[config.mk]
export PLATFORM = sky130hd
export DESIGN_NAME = rle_bit_decompressor_flat
export DESIGN_NICKNAME = d
export VERILOG_FILES = /design/src/rtl/rle_pkg.sv /design/src/rtl/rle_bit_decompressor_if.sv /design/src/rtl/rle_bit_packer.sv /design/src/rtl/rle_bit_decompressor.sv /design/src/flat_wrapper.sv
export SDC_FILE = /design/constraint.sdc
export NUM_CORES = 1
export LEC_CHECK = 0
export CAP_MARGIN = 5
export CORE_MARGIN = 2
export CORE_UTILIZATION = 57
export CTS_BUF_LIST = sky130_fd_sc_hd__clkbuf_2 sky130_fd_sc_hd__clkbuf_4 sky130_fd_sc_hd__clkbuf_8
export CTS_CLUSTER_SIZE = 30
export DETAILED_ROUTE_END_ITERATION = 6
export HOLD_SLACK_MARGIN = 0.08
export PLACE_DENSITY = 0.89
export SYNTH_ARGS = -nofsm -noshare
export SYNTH_HDL_FRONTEND = slang
export SYNTH_SLANG_ARGS = --single-unit
export TNS_END_PERCENT = 30
[constraint.sdc]
create_clock -name Clk -period 2.7 [get_ports Clk]
set_clock_uncertainty 0.2 [all_clocks]
set_input_delay 0.54 -clock Clk [delete_from_list [all_inputs] [get_ports Clk]]
set_output_delay 0.54 -clock Clk [all_outputs]
set_load 0.005 [all_outputs]
[src/rtl/rle_pkg.sv]
// Shared definitions for the RLE bit decompressor: FSM state encoding,
// token field positions and the end-of-stream run value.
// Optional feature macro used by the top: RLE_WORD_COUNT_EN.
package rle_pkg;

    // Default geometry; instances may override through parameters.
    localparam int CNT_W_DEFAULT  = 7;
    localparam int WORD_W_DEFAULT = 8;

    // Run field occupies [CNT_W-1:0] starting here; value bit sits just above it.
    localparam int TOK_RUN_LSB = 0;

    // A token whose run field equals this value terminates the stream.
    localparam int END_TOKEN_RUN = 0;

    typedef enum logic [2:0] {
        S_IDLE   = 3'd0,
        S_LOAD   = 3'd1,
        S_EXPAND = 3'd2,
        S_EMIT   = 3'd3,
        S_FLUSH  = 3'd4,
        S_DONE   = 3'd5
    } rle_state_e;

    // Index of the value bit inside a token for a given run-field width.
    function automatic int tok_value_idx(input int cnt_w);
        return cnt_w;
    endfunction

endpackage

[src/rtl/rle_bit_decompressor_if.sv]
// Token-in / word-out stream interface of the RLE bit decompressor.
// Handshake rule for both directions: a transfer happens on a rising clock
// edge where valid and ready are both high; the producer keeps valid and its
// payload stable until that edge, and ready never depends on the same-cycle
// valid of the other side.
interface rle_bit_decompressor_if #(
    parameter int CNT_W  = 7,
    parameter int WORD_W = 8
);
    localparam int TOK_W = CNT_W + 1;

    logic              In_Valid;
    logic [TOK_W-1:0]  In_Token;
    logic              In_Ready;
    logic              Out_Valid;
    logic [WORD_W-1:0] Out_Data;
    logic              Out_Ready;

    // Environment side: supplies tokens, consumes words.
    modport master (
        output In_Valid,
        output In_Token,
        input  In_Ready,
        input  Out_Valid,
        input  Out_Data,
        output Out_Ready
    );

    // Decompressor side.
    modport slave (
        input  In_Valid,
        input  In_Token,
        output In_Ready,
        output Out_Valid,
        output Out_Data,
        input  Out_Ready
    );
endinterface

[src/rtl/rle_bit_packer.sv]
// LSB-first bit packer: writes one bit per cycle at bit_idx into a word
// register. Clear has priority over write. o_last flags that the next
// write lands in the top bit; o_empty flags that nothing has been written.
module rle_bit_packer #(
    parameter int WORD_W = 8
) (
    input  logic              Clk,
    input  logic              Rst_N,
    input  logic              i_bit,
    input  logic              i_write,
    input  logic              i_clear,
    output logic [WORD_W-1:0] o_word,
    output logic              o_last,
    output logic              o_empty
);
    localparam int IDX_W = $clog2(WORD_W);

    logic [WORD_W-1:0] r_word;
    logic [IDX_W-1:0]  r_bit_idx;

    // Word register and write pointer; the pointer wraps after the top bit
    // so the held word stays intact until the owner clears it.
    always_ff @(posedge Clk or negedge Rst_N) begin
        if (!Rst_N) begin
            r_word    <= '0;
            r_bit_idx <= '0;
        end else if (i_clear) begin
            r_word    <= '0;
            r_bit_idx <= '0;
        end else if (i_write) begin
            r_word[r_bit_idx] <= i_bit;
            if (r_bit_idx == IDX_W'(WORD_W - 1)) begin
                r_bit_idx <= '0;
            end else begin
                r_bit_idx <= r_bit_idx + IDX_W'(1);
            end
        end
    end

    assign o_word  = r_word;
    assign o_last  = (r_bit_idx == IDX_W'(WORD_W - 1));
    assign o_empty = (r_bit_idx == '0);

endmodule

[src/rtl/rle_bit_decompressor.sv]
// Run-length bit decoder: accepts {value, run} tokens and emits the expanded
// bit stream packed LSB-first into WORD_W-bit words, one bit per clock.
// A token with run==0 ends the stream; a partially filled word is flushed
// with zero upper bits.
// Optional feature macro: RLE_WORD_COUNT_EN adds a saturating 16-bit count
// of accepted output words (Word_Count).
module rle_bit_decompressor
    import rle_pkg::*;
#(
    parameter int CNT_W  = CNT_W_DEFAULT,
    parameter int WORD_W = WORD_W_DEFAULT
) (
    input  logic                 Clk,
    input  logic                 Rst_N,
    input  logic                 Start,
    rle_bit_decompressor_if.slave bus,
    output logic                 Busy,
    output logic                 Done,
`ifdef RLE_WORD_COUNT_EN
    output logic [15:0]          Word_Count,
`endif
    output rle_state_e           Dbg_State
);
    localparam int VAL_IDX = tok_value_idx(CNT_W);

    rle_state_e        r_state;
    rle_state_e        w_next_state;
    logic              r_value;
    logic              w_value_next;
    logic [CNT_W-1:0]  r_run_left;
    logic [CNT_W-1:0]  w_run_left_next;

    logic              w_tok_value;
    logic [CNT_W-1:0]  w_tok_run;
    logic              w_pk_write;
    logic              w_pk_clear;
    logic [WORD_W-1:0] w_pk_word;
    logic              w_pk_last;
    logic              w_pk_empty;
    logic              w_out_fire;

    assign w_tok_value = bus.In_Token[VAL_IDX];
    assign w_tok_run   = bus.In_Token[TOK_RUN_LSB +: CNT_W];

    rle_bit_packer #(
        .WORD_W (WORD_W)
    ) u_packer (
        .Clk     (Clk),
        .Rst_N   (Rst_N),
        .i_bit   (r_value),
        .i_write (w_pk_write),
        .i_clear (w_pk_clear),
        .o_word  (w_pk_word),
        .o_last  (w_pk_last),
        .o_empty (w_pk_empty)
    );

    // State, current bit value and remaining run length.
    always_ff @(posedge Clk or negedge Rst_N) begin
        if (!Rst_N) begin
            r_state    <= S_IDLE;
            r_value    <= 1'b0;
            r_run_left <= '0;
        end else begin
            r_state    <= w_next_state;
            r_value    <= w_value_next;
            r_run_left <= w_run_left_next;
        end
    end

    // Next state, run bookkeeping and packer control.
    always_comb begin
        w_next_state    = r_state;
        w_value_next    = r_value;
        w_run_left_next = r_run_left;
        w_pk_write      = 1'b0;
        w_pk_clear      = 1'b0;
        case (r_state)
            S_IDLE: begin
                if (Start) begin
                    w_pk_clear   = 1'b1;
                    w_next_state = S_LOAD;
                end
            end
            S_LOAD: begin
                if (bus.In_Valid) begin
                    if (w_tok_run == CNT_W'(END_TOKEN_RUN)) begin
                        w_next_state = S_FLUSH;
                    end else begin
                        w_value_next    = w_tok_value;
                        w_run_left_next = w_tok_run;
                        w_next_state    = S_EXPAND;
                    end
                end
            end
            S_EXPAND: begin
                w_pk_write      = 1'b1;
                w_run_left_next = r_run_left - CNT_W'(1);
                // A full word wins over an exhausted run; EMIT then returns
                // to LOAD because run_left is already zero.
                if (w_pk_last) begin
                    w_next_state = S_EMIT;
                end else if (r_run_left == CNT_W'(1)) begin
                    w_next_state = S_LOAD;
                end
            end
            S_EMIT: begin
                if (bus.Out_Ready) begin
                    w_pk_clear   = 1'b1;
                    w_next_state = (r_run_left != '0) ? S_EXPAND : S_LOAD;
                end
            end
            S_FLUSH: begin
                if (w_pk_empty) begin
                    w_next_state = S_DONE;
                end else if (bus.Out_Ready) begin
                    w_pk_clear   = 1'b1;
                    w_next_state = S_DONE;
                end
            end
            S_DONE: begin
                w_next_state = S_IDLE;
            end
            default: begin
                w_next_state = S_IDLE;
            end
        endcase
    end

    assign bus.In_Ready  = (r_state == S_LOAD);
    assign bus.Out_Valid = (r_state == S_EMIT) || ((r_state == S_FLUSH) && !w_pk_empty);
    assign bus.Out_Data  = w_pk_word;
    assign Busy          = (r_state != S_IDLE);
    assign Done          = (r_state == S_DONE);
    assign Dbg_State     = r_state;
    assign w_out_fire    = bus.Out_Valid && bus.Out_Ready;

`ifdef RLE_WORD_COUNT_EN
    logic [15:0] r_word_count;

    // Words handed to the consumer since the last honoured Start, saturating.
    always_ff @(posedge Clk or negedge Rst_N) begin
        if (!Rst_N) begin
            r_word_count <= '0;
        end else if ((r_state == S_IDLE) && Start) begin
            r_word_count <= '0;
        end else if (w_out_fire && (r_word_count != 16'hFFFF)) begin
            r_word_count <= r_word_count + 16'd1;
        end
    end

    assign Word_Count = r_word_count;
`else
    logic w_unused_fire;
    assign w_unused_fire = w_out_fire;
`endif

endmodule
[src/flat_wrapper.sv]
// flat-port wrapper written by rule: the top's interface ports become plain ports
module rle_bit_decompressor_flat import rle_pkg::*;
#(
    parameter int CNT_W  = CNT_W_DEFAULT,
    parameter int WORD_W = WORD_W_DEFAULT
)
  (Clk, Rst_N, Start, Busy, Done, Dbg_State, bus_In_Valid, bus_In_Token, bus_In_Ready, bus_Out_Valid, bus_Out_Data, bus_Out_Ready);
  rle_bit_decompressor_if #(.CNT_W(CNT_W), .WORD_W(WORD_W)) bus_i ();
  input  logic Clk;
  input  logic Rst_N;
  input  logic Start;
  output logic Busy;
  output logic Done;
  output rle_state_e Dbg_State;
  input wire logic [$bits(bus_i.In_Valid)-1:0] bus_In_Valid;
  input wire logic [$bits(bus_i.In_Token)-1:0] bus_In_Token;
  output wire logic [$bits(bus_i.In_Ready)-1:0] bus_In_Ready;
  output wire logic [$bits(bus_i.Out_Valid)-1:0] bus_Out_Valid;
  output wire logic [$bits(bus_i.Out_Data)-1:0] bus_Out_Data;
  input wire logic [$bits(bus_i.Out_Ready)-1:0] bus_Out_Ready;
  assign bus_i.In_Valid = bus_In_Valid;
  assign bus_i.In_Token = bus_In_Token;
  assign bus_In_Ready = bus_i.In_Ready;
  assign bus_Out_Valid = bus_i.Out_Valid;
  assign bus_Out_Data = bus_i.Out_Data;
  assign bus_i.Out_Ready = bus_Out_Ready;
  rle_bit_decompressor #(.CNT_W(CNT_W), .WORD_W(WORD_W)) u_core (.Clk(Clk), .Rst_N(Rst_N), .Start(Start), .bus(bus_i), .Busy(Busy), .Done(Done), .Dbg_State(Dbg_State));
endmodule
## After elaboration in Yosys (flattened, before gate mapping)

Cells that the tools add are included.

| word-level totals | value |
|---|---|
| output and inout bits | 15 |
| input bits | 13 |
| logic and storage cells | 63 |
| register bits | 22 |

| cells by class | value |
|---|---|
| equality and inequality tests | 13 |
| reductions and logical operators | 14 |
| bitwise gates (word level) | 1 |
| multiplexer cells | 26 |
| magnitude comparators | 2 |
| $add $sub $neg | 2 |

Operator list:

| operator | count |
|---|---|
| 2-to-1 mux 3 bit | 11 |
| 2-to-1 mux 8 bit | 2 |
| one-hot mux 3 bit (5 select lines) | 1 |
| 2-to-1 mux 7 bit | 2 |
| one-hot mux 7 bit (2 select lines) | 1 |
| equality test 3 bit, second input constant | 3 |
| bitwise mux 8 bit | 1 |
| inequality test 2 bit, second input constant | 4 |
| equality test 7 x 1 -> 1 bit, second input constant | 1 |
| zero test 7 bit | 1 |
| nonzero test 7 bit | 1 |
| subtractor 7 x 1 -> 7 bit, second input constant | 1 |
| equality test 3 x 2 -> 1 bit, second input constant | 2 |
| zero test 3 bit | 2 |
| inequality test 3 x 2 -> 1 bit, second input constant | 2 |
| AND reduction 3 bit | 2 |
| 2-to-1 mux 1 bit | 5 |
| AND reduction 5 bit | 1 |
| less-than comparator 3 x 4 -> 1 bit, second input constant | 1 |
| nonzero test 2 bit | 2 |
| adder 3 x 1 -> 3 bit, second input constant | 1 |
| demux 1 bit (select 3 bit) | 1 |
| equality test 3 x 1 -> 1 bit, second input constant | 1 |
| >= comparator 3 x 1 -> 1 bit, second input constant | 1 |
| 7 further kinds | 8 |

## Longest topological paths before layout

Gate-level depths: netlist of the first run.

| depth | value |
|---|---|
| depth in word-level cells | 7 |
| mapped depth | 7 |
| depth with buffers taken out | 6 |

## Modules after synthesis

Synthesis of the first run repeated with hierarchy kept, for this count alone.

| second synthesis, totals | value |
|---|---|
| cell total of the unflattened synthesis | 145 |
| area, all modules | 1436.4 um^2 |

Modules (own cells, without submodules):

| module | instances | area each (um^2) | sequential area each (um^2) | cells an instance |
|---|---|---|---|---|
| rle_bit_decompressor | 1 | 800.8 | 275.3 | 90 |
| rle_bit_packer | 1 | 635.6 | 275.3 | 55 |

## Least setup slack after synthesis of the first run

No wires, ideal clock.

| timing path | value |
|---|---|
| kind | input to register |
| from | input port bus_In_Token[3] |
| to | register u_core.r_run_left[6] |
| setup slack | 0.679 ns |
| arrival | 1.702 ns |
| library setup time | 0.119 ns |
| stages on the path | 5 |
| buffers on the path | 1 |
| data required time | 2.381 ns |
| path through | or4_4 -> o41ai_4 -> buf_6 -> a21oi_1 -> o21ba_1 |

| between the ends | value |
|---|---|
| longest elaborated chain between the ends | 3 |

Ends and longest elaborated chain:

| what | line | source |
|---|---|---|
| from (decl) | flat_wrapper.sv:16 | `input wire logic [$bits(bus_i.In_Token)-1:0] bus_In_Token;` |
| zero test 7 bit | rle_bit_decompressor.sv:87 | `if (w_tok_run == CNT_W'(END_TOKEN_RUN)) begin` |
| inequality test 2 bit (no line) | -- |  |
| AND reduction 3 bit (no line) | -- |  |
| to (signal assigned) | rle_bit_decompressor.sv:67 | `r_run_left <= w_run_left_next;` |
| to (decl) | rle_bit_decompressor.sv:30 | `logic [CNT_W-1:0] r_run_left;` |

Every way passes these cells.
A chain may end at the register's enable or synchronous reset.

## Final worst setup path of the first run

| timing path | value |
|---|---|
| from | register u_core.u_packer.r_bit_idx[1] |
| to | output port bus_Out_Valid |

| between the ends | value |
|---|---|
| longest elaborated chain between the ends | 4 |

Ends and longest elaborated chain:

| what | line | source |
|---|---|---|
| from (decl) | rle_bit_packer.sv:19 | `logic [IDX_W-1:0] r_bit_idx;` |
| from (signal assigned) | rle_bit_packer.sv:35 | `r_bit_idx <= r_bit_idx + IDX_W'(1);` |
| zero test 3 bit | rle_bit_packer.sv:42 | `assign o_empty = (r_bit_idx == '0);` |
| zero test 1 bit | rle_bit_decompressor.sv:131 | `assign bus.Out_Valid = (r_state == S_EMIT) \|\| ((r_state == S_FLUSH) && !w_pk_empty);` |
| logical AND 1 bit | rle_bit_decompressor.sv:131 |  |
| logical OR 1 bit | rle_bit_decompressor.sv:131 |  |
| to (decl) | flat_wrapper.sv:18 | `output wire logic [$bits(bus_i.Out_Valid)-1:0] bus_Out_Valid;` |

Every way passes these cells.

==> reports/qor.yml, run 1 <==
yosysSeqAreaShare_pct: 40.0
status: "finished, final reports clean"
drive_above_1_share_pct: 9.60
tritoncts: "yes"
final_core_util_pct: 75.9
cp_max_fo: 5
syn_to_final_growth_pct: 24.2
cap_violations: 0
htreeDepth: 1
finalWeightedCongestion: 0.846
hold_violations: 0
drv_slew: 0
grt_max_degree: 23
syn_area_per_cell_um2: 9.18
overflow: 0
synth.net_count: 169
tns_ns: 0
vias: 1268
layout_min_cycle_time_ns: 2.60
worstRegToRegCells: 4
yosys_register_bits: 22
intPower_w: 0.000908
initial_core_util_pct: 61.1
ant_nets: 0
vias_per_cell: 6.19
cts.sinks: 22
switchingPower_w: 0.000670
rsz0062_at_grt: "no"
whs_ns: 0.339
clock-root-buffer: "clkbuf_4"
cts_made_buffers: 3
fp.dieH_um: 53.2
p_leak_nw: 0.725
pwr-share-clk_pct: 11.3
clk_path_buf_depth: 2
cp.required_ns: 1.96
max_clock_freq_mhz: 385
die-area_mm2: 0.00283
detail_route.iter0.violations: 55
combPwrFrac_pct: 49.8
yosys_warnings: 0
grt_use_met3_pct: 2.54
rows: 17
core_area_mm2: 0.00225
routed_wl_um: 3310
fin_crit_sh_pct: 96.2
diodes: 0
start_kind: "register"
crit_end: "bus_Out_Valid"
ys_types: 41
swShare_pct: 42.5
cts_setup_buffers: 0
path_clk_slew_ns: 0.12
crit_type: "register to output port"
nets: 197
globalRouteTotalUtil_pct: 25.7
place_hpwl_um: 2310
cts_hold_buf: 0
port_buffers: 27
cp-startpoint: "u_core.u_packer.r_bit_idx[1]"
worstPathArrival_ns: 1.86
power_w: 0.00158
grt_use_met1_pct: 32.9
grt_busiest_layer: "met2"
end_kind: "output port"
power_density_mw_per_mm2: 923
reg2reg_slack_ns: 0.49
io_pins: 28
syn_inst: 150
drt_pass1_iterations: 5
grtUsageMet2_pct: 44.0
drc: 0
grt_pass1_wl_um: 5140
grt_antenna_before_repair: 0
min_path_type: "register to register"
cts-resized-gates: 0
reg2reg_from: "u_core.Dbg_State[2]"
syn_area_mm2: 0.00138
r2r-end: "u_core.u_packer.o_word[3]"
fin_area_mm2: 0.00171
first_global_vias: 1156
setup_violations: 0
placed_area_mm2: 0.00167
peakVddDrop_uv: 601
p_seq_share_pct: 38.8
die_w_um: 53.2
slew_headroom_pct: 69.0
tightest_slew_ns: 0.466
post_drt_wl_per_cell_um: 16.1
clk_latency_ns: 0.31
==> logic make-up (layout without fill, tap and decap cells) <==
family | Yosys count | count (layout) | synth area share, %
flops | 22 | 22 | 40.0
compound gates | 30 | 30 | 16.8
fa+ha+maj | 6 | 6 | 5.45
mux | 9 | 9 | 6.54
buf+inv | 15 | 42 | 4.90
simple gates | 68 | 68 | 26.3
==> layer usage <==
| metal | vias up | routed length, um |
|---|---|---|
| li1 | 601 | - |
| met1 | 611 | 1400 |
| met2 | 52 | 1700 |
| met3 | 4 | 165 |
| met4 | 0 | 43 |
| met5 | - | 0 |
==> cells in the mapped netlist <==
master	number	share of area, %
nor2_1	20	5.4
o41a_1	1	0.82
o221ai_1	1	0.64
buf_2	3	1.1
clkbuf_1	4	1.1
nor4_1	2	0.91
or4_4	1	0.82
and4bb_2	1	0.91
o31ai_1	2	1.1
nand2_1	13	3.5
inv_1	7	1.9
o21ai_0	4	1.5
nor3b_2	1	0.91
dfrtp_1	22	40
and3_1	1	0.45
o41ai_4	1	2.0
nor4b_1	1	0.64
and2_1	1	0.45
ha_1	6	5.4
a311o_1	1	0.73
mux2i_1	9	6.5
or3b_1	1	0.64
nor3_1	5	1.8
or4_1	2	1.1
nand2b_1	2	0.91
nor4_2	1	0.91
nor3b_1	1	0.55
a22oi_1	1	0.55
o211ai_1	1	0.55
a32o_1	3	2.2
o221a_2	1	0.82
buf_6	1	0.82
nor2b_1	2	0.91
nand3_1	7	2.5
nand4_1	4	1.8
o21ba_1	1	0.73
or3_1	1	0.45
a31oi_1	2	0.91
a211oi_1	2	1.1
a21oi_1	9	3.3
and4_1	1	0.64
==> state kept, by name, indices dropped and copies added, names as in the netlist <==
name                       count
u_core.Dbg_State               3
u_core.r_run_left              7
u_core.r_value                 1
u_core.u_packer.o_word         8
u_core.u_packer.r_bit_idx      3
==> critical path, stage by stage (launching register included) <==
cell and delay [ns]:
dfrtp_1 0.46, inv_2 0.09, ha_1 0.18, nand2b_1 0.09, a32o_1 0.21, clkdlybuf4s50_1 0.51
==> worst min path at each step <==
stage	slack, ns	cells past startpoint	startpoint	end
global route	0.37	2	u_core.u_packer.o_word[4]	u_core.u_packer.o_word[4]
detailed placement	0.31	2	u_core.u_packer.o_word[6]	u_core.u_packer.o_word[6]
finish	0.34	2	u_core.u_packer.o_word[2]	u_core.u_packer.o_word[2]
floorplan	0.04	0	Rst_N	u_core.Dbg_State[0]
CTS	0.34	1	u_core.r_run_left[4]	u_core.r_run_left[4]
global placement	0.30	2	u_core.u_packer.o_word[2]	u_core.u_packer.o_word[2]
==> layout make-up <==
| class | instances | area (um^2) |
|---|---|---|
| timing repair buffer | 31 | 300 |
| multi-input combinational | 113 | 759 |
| inverter | 7 | 26.3 |
| clock buffer | 4 | 36.3 |
| fill | 174 | 544 |
| sequential | 22 | 553 |
| tap | 28 | 35.0 |
==> cell usage in the layout (no fill, tap or decap), types with 3 or more instances in the layout <==
cell and count:
a21oi_1 9, a32o_1 3, buf_4 4, clkbuf_4 3, clkdlybuf4s50_1 27, dfrtp_1 20, ha_1 6, inv_1 6
mux2i_1 9, nand2_1 13, nand3_1 7, nand4_1 4, nor2_1 20, nor3_1 5, o21ai_0 4
==> power groups by stage <==
stage / clock network, W / registers (W) / logic, W
finish: 0.000179 / 0.000613 / 0.000787
floorplan: 0 / 0.000556 / 0.000534
detailed placement: 0 / 0.000606 / 0.000769
global route: 0.000198 / 0.000630 / 0.000861
CTS: 0.000187 / 0.000601 / 0.000785
global placement: 0 / 0.000594 / 0.000733
==> per-stage QoR <==
step,setup slack (ns),instances
finish,0.102,205
global route,0.0400,205
global placement,0.190,201
floorplan,0.679,150
CTS,0.0592,205
detailed placement,0.154,201
(Power assumes the default switching activity.)
==> inputs of run 2 (changes only) <==
Settings changed: SYNTH_HIERARCHICAL set to 1.
==> run 2 against run 1 <==
  * Register-to-register slack about the same
  * Clock-buffer cell count unchanged
  * Non-clock buffer count up 4
  * Synthesized cell count down 3.3%
  * Critical path depth up 1
  * Clock power up 2%
  * Largest power group unchanged
  * Highest routed layer unchanged
  * Fmax up 3.6%
  * Global-route usage down 1.0 points
  * Flip-flop and latch count unchanged
==> reports/qor.yml, run 2 <==
io_pins: 28  # unchanged
yosysTopAreaCell: "dfrtp_1"
tightest_slew_ns: 0.500  # +0.0348 ns
synth_edf_count: 0  # unchanged
core_area_mm2: 0.00243  # +7.9%
yosys_warnings: 6  # +6
clock-root-buffer: "clkbuf_4"
clk_latency_ns: 0.30  # about the same
port_buffers: 27  # unchanged
synth-main-ff-cell: "dfrtp_1"
nets: 194  # -1.5%
routed_wl_um: 3300  # -0.36%
post_drt_wl_per_cell_um: 16.2  # +0.13%
vias_per_cell: 6.25  # +1.0%
tns_ns: 0  # unchanged
power_density_mw_per_mm2: 925  # +0.24%
setup_violations: 0  # unchanged
syn_area_per_cell_um2: 9.91  # +7.9%
yosys_register_bits: 22  # unchanged
fin_crit_sh_pct: 92.8  # -3.4 points
ant_nets: 0  # unchanged
drive_above_1_share_pct: 13.8  # +4.2 points
max_clock_freq_mhz: 399  # +3.6%
ys_top_cells_by_count: "22 x dfrtp_1, 13 x nand2b_1, 10 x mux2i_1, 10 x nand2_1, 9 x nor2_1"
grt_max_degree: 23  # unchanged
synth.net_count: 164  # -3.0%
grt_pass1_wl_um: 5250  # +2.1%
final_core_util_pct: 73.1  # -2.7 points
mostFrequentLayoutCells: "26 x clkdlybuf4s50_1, 22 x dfrtp_1, 13 x nand2b_1"
peakVddDrop_uv: 630  # +4.9%
cts_made_buffers: 3  # unchanged
p_leak_nw: 0.763  # +5.2%
initial_core_util_pct: 59.1  # -2.0 points
path_clk_slew_ns: 0.12  # about the same
rows: 18  # +1
synth_top_cell_area_share_pct: 38.3  # -1.6 points
syn_inst: 145  # -3.3%
syn_area_mm2: 0.00144  # +4.3%
tritoncts: "yes"
synth_area_leaders: "dfrtp_1 38%, mux2i_1 7.0%, nand2b_1 5.7%, ha_1 5.2%, nand2_1 2.6%"
overflow: 0  # unchanged
async_flop_share_pct: 100  # unchanged
cts.sinks: 22  # unchanged
drv_slew: 0  # unchanged
cp_max_fo: 2  # -3
fp.dieH_um: 54.2  # +2.0%
clk_path_buf_depth: 2  # unchanged
min_path_type: "register to register"
cap_violations: 0  # unchanged
first_global_vias: 1188  # +2.8%
cp.required_ns: 1.96  # about the same
place_hpwl_um: 2360  # +2.2%
grt_antenna_before_repair: 0  # unchanged
fill_cells: 176  # +1.1%
finalWeightedCongestion: 0.926  # +9.4%
vias: 1275  # +0.55%
rsz0062_at_grt: "no"
die_w_um: 54.2  # +2.0%
die-area_mm2: 0.00294  # +4.0%
ys_types: 46  # +12%
power_w: 0.00165  # +4.3%
globalRouteTotalUtil_pct: 24.7  # -1.0 points
layout_commonest_cell: "clkdlybuf4s50_1"
drc: 0  # unchanged
hold_violations: 0  # unchanged
status: "finished, final reports clean"
diodes: 0  # unchanged
slew_headroom_pct: 66.4  # -2.6 points
crit_type: "register to output port"
synth.most_common_cell: "dfrtp_1"
yosysSeqAreaShare_pct: 38.3  # -1.6 points
htreeDepth: 1  # unchanged
cts_hold_buf: 0  # unchanged
largest_reg_flops: 8  # unchanged
worstPathArrival_ns: 1.77  # -0.09 ns
syn_to_final_growth_pct: 23.9
start_kind: "register"
drt_pass1_iterations: 4  # -1
end_kind: "output port"
layout_min_cycle_time_ns: 2.51  # -0.0914 ns
detail_route.iter0.violations: 53  # -3.6%
==> run 2: cell count changes after synthesis, moves of 3 or more <==
cell      previous run  this run
o21ai_0              4         1
nand2_1             13        10
o21ai_1              0         5
nand4b_1             0         3
nor3_1               5         2
a21oi_1              9         6
nand2b_1             2        13
a32o_1               3         0
nand3_1              7         2
nor2_1              20         9
==> run 2: area by class of cell <==
cell class | count | area [um^2] | share of cell area [%]
Multi-Input combinational cell | 105 | 796 | 44.7
Sequential cell | 22 | 551 | 30.9
Timing Repair Buffer | 35 | 329 | 18.5
Tap cell | 30 | 37.5 | 2.11
Clock buffer | 4 | 36.3 | 2.04
Inverter | 8 | 30.0 | 1.69
==> run 2: path summary, 6_finish.rpt <==
| check | slack (ns) | end | depth (start not counted) | from |
|---|---|---|---|---|
| setup / recovery | 0.19 | bus_Out_Valid | 6 | u_core/u_packer/r_bit_idx[1] |
| hold / removal | 0.32 | u_core/r_value | 2 | u_core/r_value |
| setup reg to reg | 0.50 | u_core/u_packer/o_word[0] | 5 | u_core/Dbg_State[0] |
| hold reg to reg | 0.32 | u_core/r_value | 2 | u_core/r_value |
| max in group asynchronous | 1.70 | u_core/r_run_left[4] | 2 | Rst_N |
| min in group asynchronous | 0.38 | u_core/u_packer/o_word[0] | 2 | Rst_N |
==> run 2: cell families (layout without fill, tap and decap cells) <==
group | after synthesis | after routing | synth area share [%]
AND/OR/NAND/NOR | 59 | 59 | 26.6
buffers and inverters | 18 | 47 | 6.27
multiplexers | 10 | 10 | 6.97
AO/OA/AOI/OAI | 30 | 30 | 16.6
adder cells (fa/ha/maj) | 6 | 6 | 5.23
flip-flops | 22 | 22 | 38.3
==> run 2: timing repair <==
item | CTS | global route
setup buffers | 1 | 0
resized for setup | 1 | 0
endpoints found under the setup margin | 1 | 0
==> run 2: power by group <==
| group | switching [W] | internal [W] | total, W |
|---|---|---|---|
| combinational | 0.000465 | 0.000437 | 0.000902 |
| sequential | 0.000119 | 0.000443 | 0.000561 |
| clock | 0.000100 | 0.0000823 | 0.000183 |
==> run 2: through the flow <==
step                      setup WS [ns]  hold slack, ns  std cells  cell area [um^2]
after floorplan                   0.501          0.0444        145              1440
after global routing             0.0754           0.345        204              1780
after CTS                         0.189           0.323        204              1780
final                             0.193           0.318        204              1780
after detailed placement          0.101           0.295        199              1740
after global placement            0.194           0.289        199              1740
==> run 2: worst max-delay path, stage by stage, from the launching register on <==
cell and delay, ns:
dfrtp_1 0.39, inv_1 0.05, ha_1 0.16, nor2b_1 0.13, or4_1 0.40, nand2_1 0.10
dlygate4sd2_1 0.24
==> run 2: metal layers <==
metal	vias to the layer above	track usage, %	part of all wire (%)
li1	590	-	-
met1	611	31.4	42
met2	64	41.6	50
met3	10	3.89	6.5
met4	0	10.0	1.7
met5	-	0	0
